**src/rtl/draw_cmd_dispatcher.sv**
```systemverilog
// Walks a list of 8-word draw descriptors in main memory and launches each one on the rasterizer.
// Optional macro DISPATCH_PERF_EN adds the last_draw_cycles / total_busy_cycles counters.
module draw_cmd_dispatcher #(
  parameter int DATA_WIDTH     = 32,
  parameter int ADDR_WIDTH     = 32,
  parameter int MEM_RD_LATENCY = 1,
  parameter int MAX_CMDS_WIDTH = 16
) (
  input  logic                      clk,
  input  logic                      resetn,
  input  logic                      start,
  input  logic [ADDR_WIDTH-1:0]     cmd_list_ptr,
  input  logic [MAX_CMDS_WIDTH-1:0] num_cmds,
  input  logic                      abort,
  output logic                      busy,
  output logic                      done,
  output logic [MAX_CMDS_WIDTH-1:0] cmds_issued,
  output logic [MAX_CMDS_WIDTH-1:0] cmds_skipped,
  output logic [ADDR_WIDTH-1:0]     mem_rd_addr,
  output logic                      mem_rd_en,
  input  logic [DATA_WIDTH-1:0]     mem_rd_data,
  output logic                      mem_rd_owner,
  output logic [DATA_WIDTH-1:0]     rast_i_array_ptr,
  output logic [DATA_WIDTH-1:0]     rast_v_array_ptr,
  output logic [DATA_WIDTH-1:0]     rast_f_array_ptr,
  output logic [31:0]               rast_ctrl_reg0,
  output logic [31:0]               rast_ctrl_reg1,
  output logic [31:0]               rast_res_reg,
  output logic                      rast_start,
  input  logic                      rast_done,
  input  logic                      rast_ready
`ifdef DISPATCH_PERF_EN
  ,
  output logic [31:0]               last_draw_cycles,
  output logic [31:0]               total_busy_cycles
`endif
);

  localparam int LAT = MEM_RD_LATENCY;

  typedef enum logic [2:0] {
    S_IDLE, S_FETCH, S_CHECK, S_WAIT_RDY, S_LAUNCH, S_RUN, S_FINISH
  } state_t;

  state_t                    state_reg, state_next;
  logic [ADDR_WIDTH-1:0]     base_reg;
  logic [MAX_CMDS_WIDTH-1:0] num_reg, idx_reg, idx_inc;
  logic [2:0]                rd_cnt_reg;
  logic                      abort_reg, abort_eff;
  logic [LAT-1:0]            pipe_vld_reg;
  logic [2:0]                pipe_idx_reg [LAT];
  logic [DATA_WIDTH-1:0]     word_reg [6];
  logic                      cap_vld, skip, advance, adv_last;
  logic [2:0]                cap_idx;

  assign idx_inc   = idx_reg + MAX_CMDS_WIDTH'(1);
  assign cap_vld   = pipe_vld_reg[LAT-1];
  assign cap_idx   = pipe_idx_reg[LAT-1];
  assign abort_eff = abort_reg | abort;
  assign skip      = (word_reg[4][15:0] == 16'h0);
  assign adv_last  = (idx_inc == num_reg) | abort_eff;
  // An aborted descriptor is retired at CHECK exactly like a skip, just without counting it.
  assign advance   = (state_reg == S_CHECK && (skip || abort_eff)) ||
                     (state_reg == S_RUN && rast_done);

  always_ff @(posedge clk or negedge resetn) begin
    if (!resetn) state_reg <= S_IDLE;
    else         state_reg <= state_next;
  end

  always_comb begin
    state_next = state_reg;
    case (state_reg)
      S_IDLE:     if (start) state_next = (num_cmds == '0) ? S_FINISH : S_FETCH;
      S_FETCH:    if (cap_vld && cap_idx == 3'd5) state_next = S_CHECK;
      S_CHECK:    state_next = advance ? (adv_last ? S_FINISH : S_FETCH) : S_WAIT_RDY;
      S_WAIT_RDY: begin
        if (abort_eff)       state_next = S_FINISH;
        else if (rast_ready) state_next = S_LAUNCH;
      end
      S_LAUNCH:   state_next = S_RUN;
      S_RUN:      if (rast_done) state_next = adv_last ? S_FINISH : S_FETCH;
      S_FINISH:   state_next = S_IDLE;
      default:    state_next = S_IDLE;
    endcase
  end

  always_comb begin
    busy         = 1'b0;
    done         = 1'b0;
    mem_rd_owner = 1'b0;
    mem_rd_en    = 1'b0;
    rast_start   = 1'b0;
    case (state_reg)
      S_FETCH: begin
        busy         = 1'b1;
        mem_rd_owner = 1'b1;
        mem_rd_en    = (rd_cnt_reg < 3'd6);
      end
      S_CHECK, S_WAIT_RDY, S_RUN: busy = 1'b1;
      S_LAUNCH: begin
        busy       = 1'b1;
        rast_start = 1'b1;
      end
      S_FINISH: done = 1'b1;
      default: ;
    endcase
  end

  assign mem_rd_addr = mem_rd_en ? base_reg + ADDR_WIDTH'(rd_cnt_reg) : '0;

  always_ff @(posedge clk or negedge resetn) begin
    if (!resetn) begin
      base_reg     <= '0;
      num_reg      <= '0;
      idx_reg      <= '0;
      cmds_issued  <= '0;
      cmds_skipped <= '0;
      abort_reg    <= 1'b0;
      rd_cnt_reg   <= 3'd0;
    end else begin
      if (state_reg == S_IDLE) begin
        abort_reg <= 1'b0;
        if (start) begin
          base_reg     <= cmd_list_ptr;
          num_reg      <= num_cmds;
          idx_reg      <= '0;
          cmds_issued  <= '0;
          cmds_skipped <= '0;
        end
      end else if (abort) begin
        abort_reg <= 1'b1;
      end
      if (advance) begin
        idx_reg  <= idx_inc;
        base_reg <= base_reg + ADDR_WIDTH'(8);
      end
      if (state_reg == S_CHECK && skip) cmds_skipped <= cmds_skipped + MAX_CMDS_WIDTH'(1);
      if (state_reg == S_LAUNCH)        cmds_issued  <= cmds_issued + MAX_CMDS_WIDTH'(1);
      if (state_reg != S_FETCH)         rd_cnt_reg   <= 3'd0;
      else if (mem_rd_en)               rd_cnt_reg   <= rd_cnt_reg + 3'd1;
    end
  end

  // Read-return steering: each word's index travels alongside its valid bit for LAT cycles.
  always_ff @(posedge clk or negedge resetn) begin
    if (!resetn) begin
      pipe_vld_reg <= '0;
      for (int i = 0; i < LAT; i++) pipe_idx_reg[i] <= 3'd0;
    end else begin
      pipe_vld_reg[0] <= mem_rd_en;
      pipe_idx_reg[0] <= rd_cnt_reg;
      for (int i = 1; i < LAT; i++) begin
        pipe_vld_reg[i] <= pipe_vld_reg[i-1];
        pipe_idx_reg[i] <= pipe_idx_reg[i-1];
      end
    end
  end

  always_ff @(posedge clk or negedge resetn) begin
    if (!resetn) begin
      for (int i = 0; i < 6; i++) word_reg[i] <= '0;
    end else if (state_reg == S_FETCH && cap_vld) begin
      for (int i = 0; i < 6; i++)
        if (cap_idx == 3'(i)) word_reg[i] <= mem_rd_data;
    end
  end

  assign rast_i_array_ptr = word_reg[0];
  assign rast_v_array_ptr = word_reg[1];
  assign rast_f_array_ptr = word_reg[2];
  assign rast_ctrl_reg0   = 32'(word_reg[3]);
  assign rast_ctrl_reg1   = 32'(word_reg[4]);
  assign rast_res_reg     = 32'(word_reg[5]);

`ifdef DISPATCH_PERF_EN
  logic [31:0] draw_cnt_reg;

  // draw_cnt_reg counts the LAUNCH cycle plus RUN cycles seen so far; the done cycle adds one more.
  always_ff @(posedge clk or negedge resetn) begin
    if (!resetn) begin
      draw_cnt_reg      <= '0;
      last_draw_cycles  <= '0;
      total_busy_cycles <= '0;
    end else begin
      if (state_reg == S_IDLE && start) begin
        last_draw_cycles  <= '0;
        total_busy_cycles <= '0;
      end else if (busy && total_busy_cycles != '1) begin
        total_busy_cycles <= total_busy_cycles + 32'd1;
      end
      if (state_reg == S_LAUNCH) begin
        draw_cnt_reg <= 32'd1;
      end else if (state_reg == S_RUN) begin
        draw_cnt_reg <= draw_cnt_reg + 32'd1;
        if (rast_done) last_draw_cycles <= draw_cnt_reg + 32'd1;
      end
    end
  end
`endif

endmodule
```
**config.mk**
```make
export PLATFORM = sky130hd
export DESIGN_NAME = draw_cmd_dispatcher
export DESIGN_NICKNAME = d
export VERILOG_FILES = /design/src/rtl/draw_cmd_dispatcher.sv
export SDC_FILE = /design/constraint.sdc
export NUM_CORES = 1
export LEC_CHECK = 0
export ABC_CLOCK_PERIOD_IN_PS = 5000
export CAP_MARGIN = 20
export CORE_AREA = 2 2 164 166
export CTS_CLUSTER_DIAMETER = 100
export DETAILED_ROUTE_END_ITERATION = 10
export DIE_AREA = 0 0 166 168
export PLACE_DENSITY = 0.84
export SYNTH_ARGS = -nofsm -noshare
export SYNTH_HDL_FRONTEND = slang
export SYNTH_SLANG_ARGS = --single-unit
```
**constraint.sdc**
```tcl
create_clock -name clk -period 5 [get_ports clk]
set_input_delay 0.5 -clock clk [delete_from_list [all_inputs] [get_ports clk]]
set_output_delay 0.5 -clock clk [all_outputs]
set_load 0.1 [all_outputs]
```
==> results_dict.tcl, run 1 <==
set metrics [dict create \
    status "finished clean" \
    diodes 0 \
    netlist_area_sq_um 13800 \
    power.switching_mw 6.43 \
    synth_area_leader_cell "dfrtp_1" \
    r2r-start "state_reg[0]" \
    clkSinkCount 299 \
    start_util_pct 52.5 \
    fmax_mhz 245 \
    synth_commonest_cells "299 x dfrtp_1, 192 x mux2_2, 161 x nand2_1, 83 x nor2_1, 73 x o21ai_0" \
    synth_cell_types 61 \
    num-fill-cells 1836 \
    final_hold_viol_count 0 \
    antenna_found_initial 0 \
    hold_class "in2async" \
    synthFlopType "dfrtp_1" \
    ys_seq_elements 299 \
    ctsHtreeMaxLevel 1 \
    maxSlewHeadroom_pct 26.3 \
    cts_buffers 31 \
    synth.avg_cell_area_sq_um 11.0 \
    r2r_slack_ns 1.64 \
    cp.arrival_ns 3.58 \
    cts_tree "built" \
    final_cell_area_sq_um 18500 \
    cp.required_ns 4.50 \
    p_clk_share_pct 17.3 \
    r2r_cells 7 \
    drc 0 \
    rsz0062_at_grt "false" \
    area_growth_pct 33.4 \
    maxCapViolations 0 \
    drtIter0Drc 1166 \
    ys_warn_count 0 \
    io_buffers 346 \
    post-route-period-util_pct 81.5 \
    total_leakage_power_nw 7.98 \
    ir_drop_uv 600 \
    fin_crit_ns 4.08 \
    worstMarginPinSlew_ns 1.10 \
    ys_top_cells_by_area "dfrtp_1 54%, mux2_2 16%, nand2_1 4.4%, o21ai_0 2.6%, nor2_1 2.3%" \
    antenna_left 0 \
    setup.worst_path.start_class "flip-flop" \
    io_pins 347 \
    insertion_delay_ns 0.57 \
    grt_util_all_layers_pct 28.3 \
    synth_most_common_cell "dfrtp_1" \
    std_cell_rows 60 \
    power.density_cell_area_nw_per_um2 666 \
    die_area_sq_um 27900 \
    setup_viol_count_final 0 \
    layout-drive-gt1-share_pct 18.6 \
    cts_hold_buffers 0 \
    r2r_end "rast_f_array_ptr[28]" \
    post-cts-setup-buffer-count 0 \
    hpwl_mm 28.0 \
    fin_tns_setup_ns 0 \
    cts.reportedPaths.clkPinSlew_ns 0.06 \
    yosysTopAreaCellShare_pct 54.1 \
    clock_skew_ns 0.0165 \
    post_cts_resized 0 \
    vias 11400 \
    nets 1666 \
    dr.pass1.iters 5 \
    synth_edf_count 0 \
    fp.coreArea_sq_um 26400 \
    die_y_microns 168 \
    vias_per_cell 5.91 \
    cp-end-kind "primary output" \
    async_flop_share_pct 100 \
    share_seq_of_total_power_pct 29.4 \
    pwr-share-comb_pct 53.3 \
    path_class "reg2out" \
    ys_seq_area_share_pct 54.1 \
    wirelength_mm 40.7 \
    gp_congestion 0.897 \
    netSwitchingFraction_pct 52.3 \
    grt_pass1_vias 11400 \
    slew_violations 0 \
    die_w_microns 166 \
    cts-root-buf "clkbuf_16" \
    syn_nets 1349 \
    clk_path_buf_depth 3 \
    placed_cell_area_sq_um 17500 \
    wire_per_inst_microns 21.1 \
    grt_overflow 0 \
    synth_cells 1254 \
    grt_max_degree 127 \
    grt_first_pass_wirelength_mm 63.4 \
    intPower_mw 5.86 \
    cp_max_fo 31 \
]
## worst max-delay path: stages, from the launching register on
cell and delay [ns]:
dfrtp_1 0.66, inv_1 0.18, or3_1 0.50, inv_1 0.24
nand2_1 0.62, a21oi_1 0.45, buf_4 0.35
## area by class of cell
type / instances / area [sq um] / area share, %
clock inverters: 5 / 46.3 / 0.251
repair buffers: 359 / 3530 / 19.1
clock buffers: 47 / 876 / 4.75
multi-input cells: 873 / 6070 / 32.9
flip-flops and latches: 299 / 7480 / 40.5
well taps: 341 / 427 / 2.31
inverters: 7 / 26.3 / 0.142
## layer usage
metal  track usage [%]  routed length, microns  up-vias
met1              35.8                   16000     5672
li1                  -                       -     5121
met5                 0                       0        -
met4              12.8                    1940        0
met3              6.18                    3040      121
met2              47.1                   19700      505
## how the worst max path moves through the flow
stage                 start         endpoint  depth (start not counted)
5_1_grt        state_reg[0]  mem_rd_addr[30]                          6
2_1_floorplan  state_reg[0]  mem_rd_addr[19]                          7
6_report       state_reg[0]  mem_rd_addr[30]                          6
3_3_place_gp   state_reg[0]  mem_rd_addr[30]                          6
4_1_cts        state_reg[0]  mem_rd_addr[30]                          6
3_5_place_dp   state_reg[0]  mem_rd_addr[30]                          6
## cell families (layout without fill, tap and decap cells)
kind of cell             count (synthesis)  in the layout  share of synthesized area, %
flip-flops                             299            299                          54.1
multiplexers                           202            202                          16.4
AO/OA/AOI/OAI                          188            188                          8.54
adder cells (fa/ha/maj)                  9              9                         0.868
buffers and inverters                   82            418                          2.41
AND/OR/NAND/NOR                        424            424                          14.5
XOR/XNOR                                50             50                          3.27
## power groups by stage
| stage | clock network (mW) | registers, mW | logic [mW] |
|---|---|---|---|
| 2_1_floorplan | 0 | 6.35 | 2.12 |
| 3_3_place_gp | 0 | 3.56 | 6.40 |
| 3_5_place_dp | 0 | 3.61 | 6.49 |
| 4_1_cts | 2.17 | 3.58 | 6.51 |
| 5_1_grt | 2.27 | 3.69 | 6.77 |
| 6_report | 2.13 | 3.61 | 6.55 |
## stage by stage
step	hold slack [ns]	setup WS, ns	cells	utilization (%)	power (mW)
6_report	0.0214	0.924	1931	70.0	12.3
4_1_cts	0.0700	0.975	1929	69.9	12.3
5_1_grt	0.126	0.685	1931	70.0	12.7
2_1_floorplan	0.204	0.370	1254	-	8.47
3_3_place_gp	0.457	1.72	1877	66.4	9.96
3_5_place_dp	0.477	1.60	1877	66.4	10.1
## cells in the final DEF (no fill, tap or decap), drive strengths merged, types with 11 or more instances in the layout
cell,n
or3,17
nand2,161
xnor2,23
nand4,31
nor4,16
buf,45
clkdlybuf4s50,314
o21ai,74
and3,23
nor3,19
a21oi,36
nor2,83
xor2,26
nand3,42
dfrtp,299
mux2,192
and2,13
o311ai,11
clkbuf,47
Power figures use the tool's default switching activity.
==> run 2, diff against run 1 <==
Settings changed: ABC_CLOCK_PERIOD_IN_PS 5000 to 3700, CORE_AREA 2 2 164 166 to 2 2 179 181, DIE_AREA 0 0 166 168 to 0 0 181 183, PLACE_DENSITY 0.84 to 0.75.
Clock period 5 ns to 3.7 ns, I/O delays scaled along.
==> run 2 against run 1 <==
Against the previous run:
- non-clock buffer count grew 9
- critical path depth is the same
- die area grew 19%
- first-iteration DRC count shrank 37%
- utilization shrank 8.1 points
- register-to-register slack lost 0.83 ns
- clock-buffer cell count is the same
- cell area grew 4.8%
- combinational power grew 40%
- critical endpoint unchanged
- largest cell class unchanged
==> results_dict.tcl, run 2 (synthesized netlist as in run 1, its figures left out) <==
set metrics [dict create \
    status "finished clean" \
    r2r_cells 7 \
    drtIter0Drc 731 \
    clk_path_buf_depth 3 \
    cts-root-buf "clkbuf_16" \
    grt_overflow 0 \
    drc 0 \
    insertion_delay_ns 0.53 \
    grt_pass1_vias 11400 \
    hpwl_mm 28.4 \
    num-fill-cells 2469 \
    maxSlewHeadroom_pct 27.4 \
    grt_max_degree 111 \
    cp.depth 6 \
    final_common_cell "clkdlybuf4s50_1" \
    grt_first_pass_wirelength_mm 64.6 \
    critPathMostFrequentCell "a21oi_1" \
    gp_congestion 0.889 \
    ctsHtreeMaxLevel 2 \
    final_cell_area_sq_um 19300 \
    fp.coreArea_sq_um 31200 \
    maxCapViolations 0 \
    worst_path_dominant_cell_family "compound AO/OA/AOI/OAI gates" \
    cts.reportedPaths.clkPinSlew_ns 0.06 \
    critPathSlowestCell "a21oi_1" \
    max_stage_delay_ns 0.63 \
    clock_skew_ns 0.0221 \
    fin_crit_ns 3.34 \
    wire_per_inst_microns 20.5 \
    cp-end-kind "primary output" \
    die_y_microns 183 \
    placed_cell_area_sq_um 18100 \
    cp.arrival_ns 2.97 \
    io_pins 347 \
    post-route-period-util_pct 90.3 \
    antenna_left 0 \
    dr.pass1.iters 5 \
    antenna_found_initial 1 \
    die_area_sq_um 33100 \
    vias 11300 \
    wirelength_mm 41.3 \
    power.density_cell_area_nw_per_um2 919 \
    slew_violations 0 \
    rsz0062_at_grt "false" \
    path_cells "ha_1 > fa_1 > a21oi_1 > o21ai_0 > a21oi_1 > buf_12" \
    worstMarginPinSlew_ns 1.08 \
    grt_util_all_layers_pct 24.7 \
    cts_tree "built" \
    nets 1680 \
    worst-path-buf-inv 1 \
    diodes 0 \
    finalPower_mw 17.8 \
    io_buffers 346 \
    final_hold_viol_count 0 \
    min_path_cells 3 \
    setup_viol_count_final 0 \
    fmax_mhz 299 \
    start_util_pct 44.3 \
    setup.worst_path.start_class "flip-flop" \
    total_leakage_power_nw 8.27 \
    ir_drop_uv 712 \
    cp.required_ns 3.33 \
    area_growth_pct 39.8 \
    path_class "reg2out" \
    die_w_microns 181 \
    clkSinkCount 299 \
    cts_buffers 36 \
    layout-drive-gt1-share_pct 21.4 \
    hold_class "in2reg" \
    vias_per_cell 5.63 \
    cp_max_fo 10 \
    finalCoreUtilization_pct 61.9 \
    final_cell_mix "308 x clkdlybuf4s50_1, 299 x dfrtp_1, 192 x mux2_2" \
    std_cell_rows 65 \
]
[run 2: per-layer routing]
| metal | vias up | GRT usage, % | part of all wire (%) |
|---|---|---|---|
| met3 | 98 | 6.20 | 6.8 |
| met1 | 5647 | 31.3 | 41 |
| met4 | 0 | 10.7 | 4.3 |
| met5 | - | 0 | 0 |
| met2 | 403 | 40.4 | 48 |
| li1 | 5161 | - | - |
[run 2: cell type report]
class | count | area, sq um | area share, %
clock buffers | 47 | 1000 | 5.18
clock inverters | 14 | 258 | 1.33
inverters | 7 | 26.3 | 0.136
multi-input cells | 873 | 6120 | 31.6
flip-flops and latches | 299 | 7480 | 38.7
well taps | 402 | 503 | 2.60
repair buffers | 368 | 3960 | 20.5
[run 2: worst paths after layout]
kind	startpoint	to	slack, ns
setup / recovery	rd_cnt_reg[0]	mem_rd_addr[30]	0.36
max in group asynchronous	resetn	rast_res_reg[21]	2.21
setup reg to reg	idx_reg[0]	state_reg[0]	0.81
hold / removal	cmd_list_ptr[2]	base_reg[2]	0.42
min in group asynchronous	resetn	cmds_issued[9]	0.47
hold reg to reg	rd_cnt_reg[0]	cap_idx[0]	0.46
[run 2: timing repair]
action                                 CTS  global route
buffers inserted                         0             0
hold buffers                             1             0
endpoints found under the hold margin  105             0
resized for setup                        0             0
[run 2: report_power, final]
part           total [mW]  switching (mW)  internal, mW
Sequential           4.83           0.732          4.10
Combinational        9.19            6.76          2.43
Clock                3.75            1.41          2.34
Total                17.8            8.91          8.87
[run 2: per-stage QoR]
step / hold slack [ns] / setup slack (ns) / TNS [ns] / instances
6_report: 0.418 / 0.358 / 0 / 2010
5_1_grt: 0.423 / 0.111 / 0 / 2010
4_1_cts: 0.403 / 0.347 / 0 / 2010
3_5_place_dp: 0.448 / 0.851 / 0 / 1948
3_3_place_gp: 0.431 / 0.902 / 0 / 1948
2_1_floorplan: 0.0744 / -0.282 / -2.62 / 1254
[run 2: worst min-delay path, cell delays in order]
cell and delay [ns]:
clkdlybuf4s50_1 0.40, nand2_1 0.09, nand2_1 0.05
==> run 3, diff against run 2 <==
Settings changed: SLEW_MARGIN from default to 20.
==> results of run 3 <==
Same layout as run 2: the final DEF is identical, and so are final timing and power.
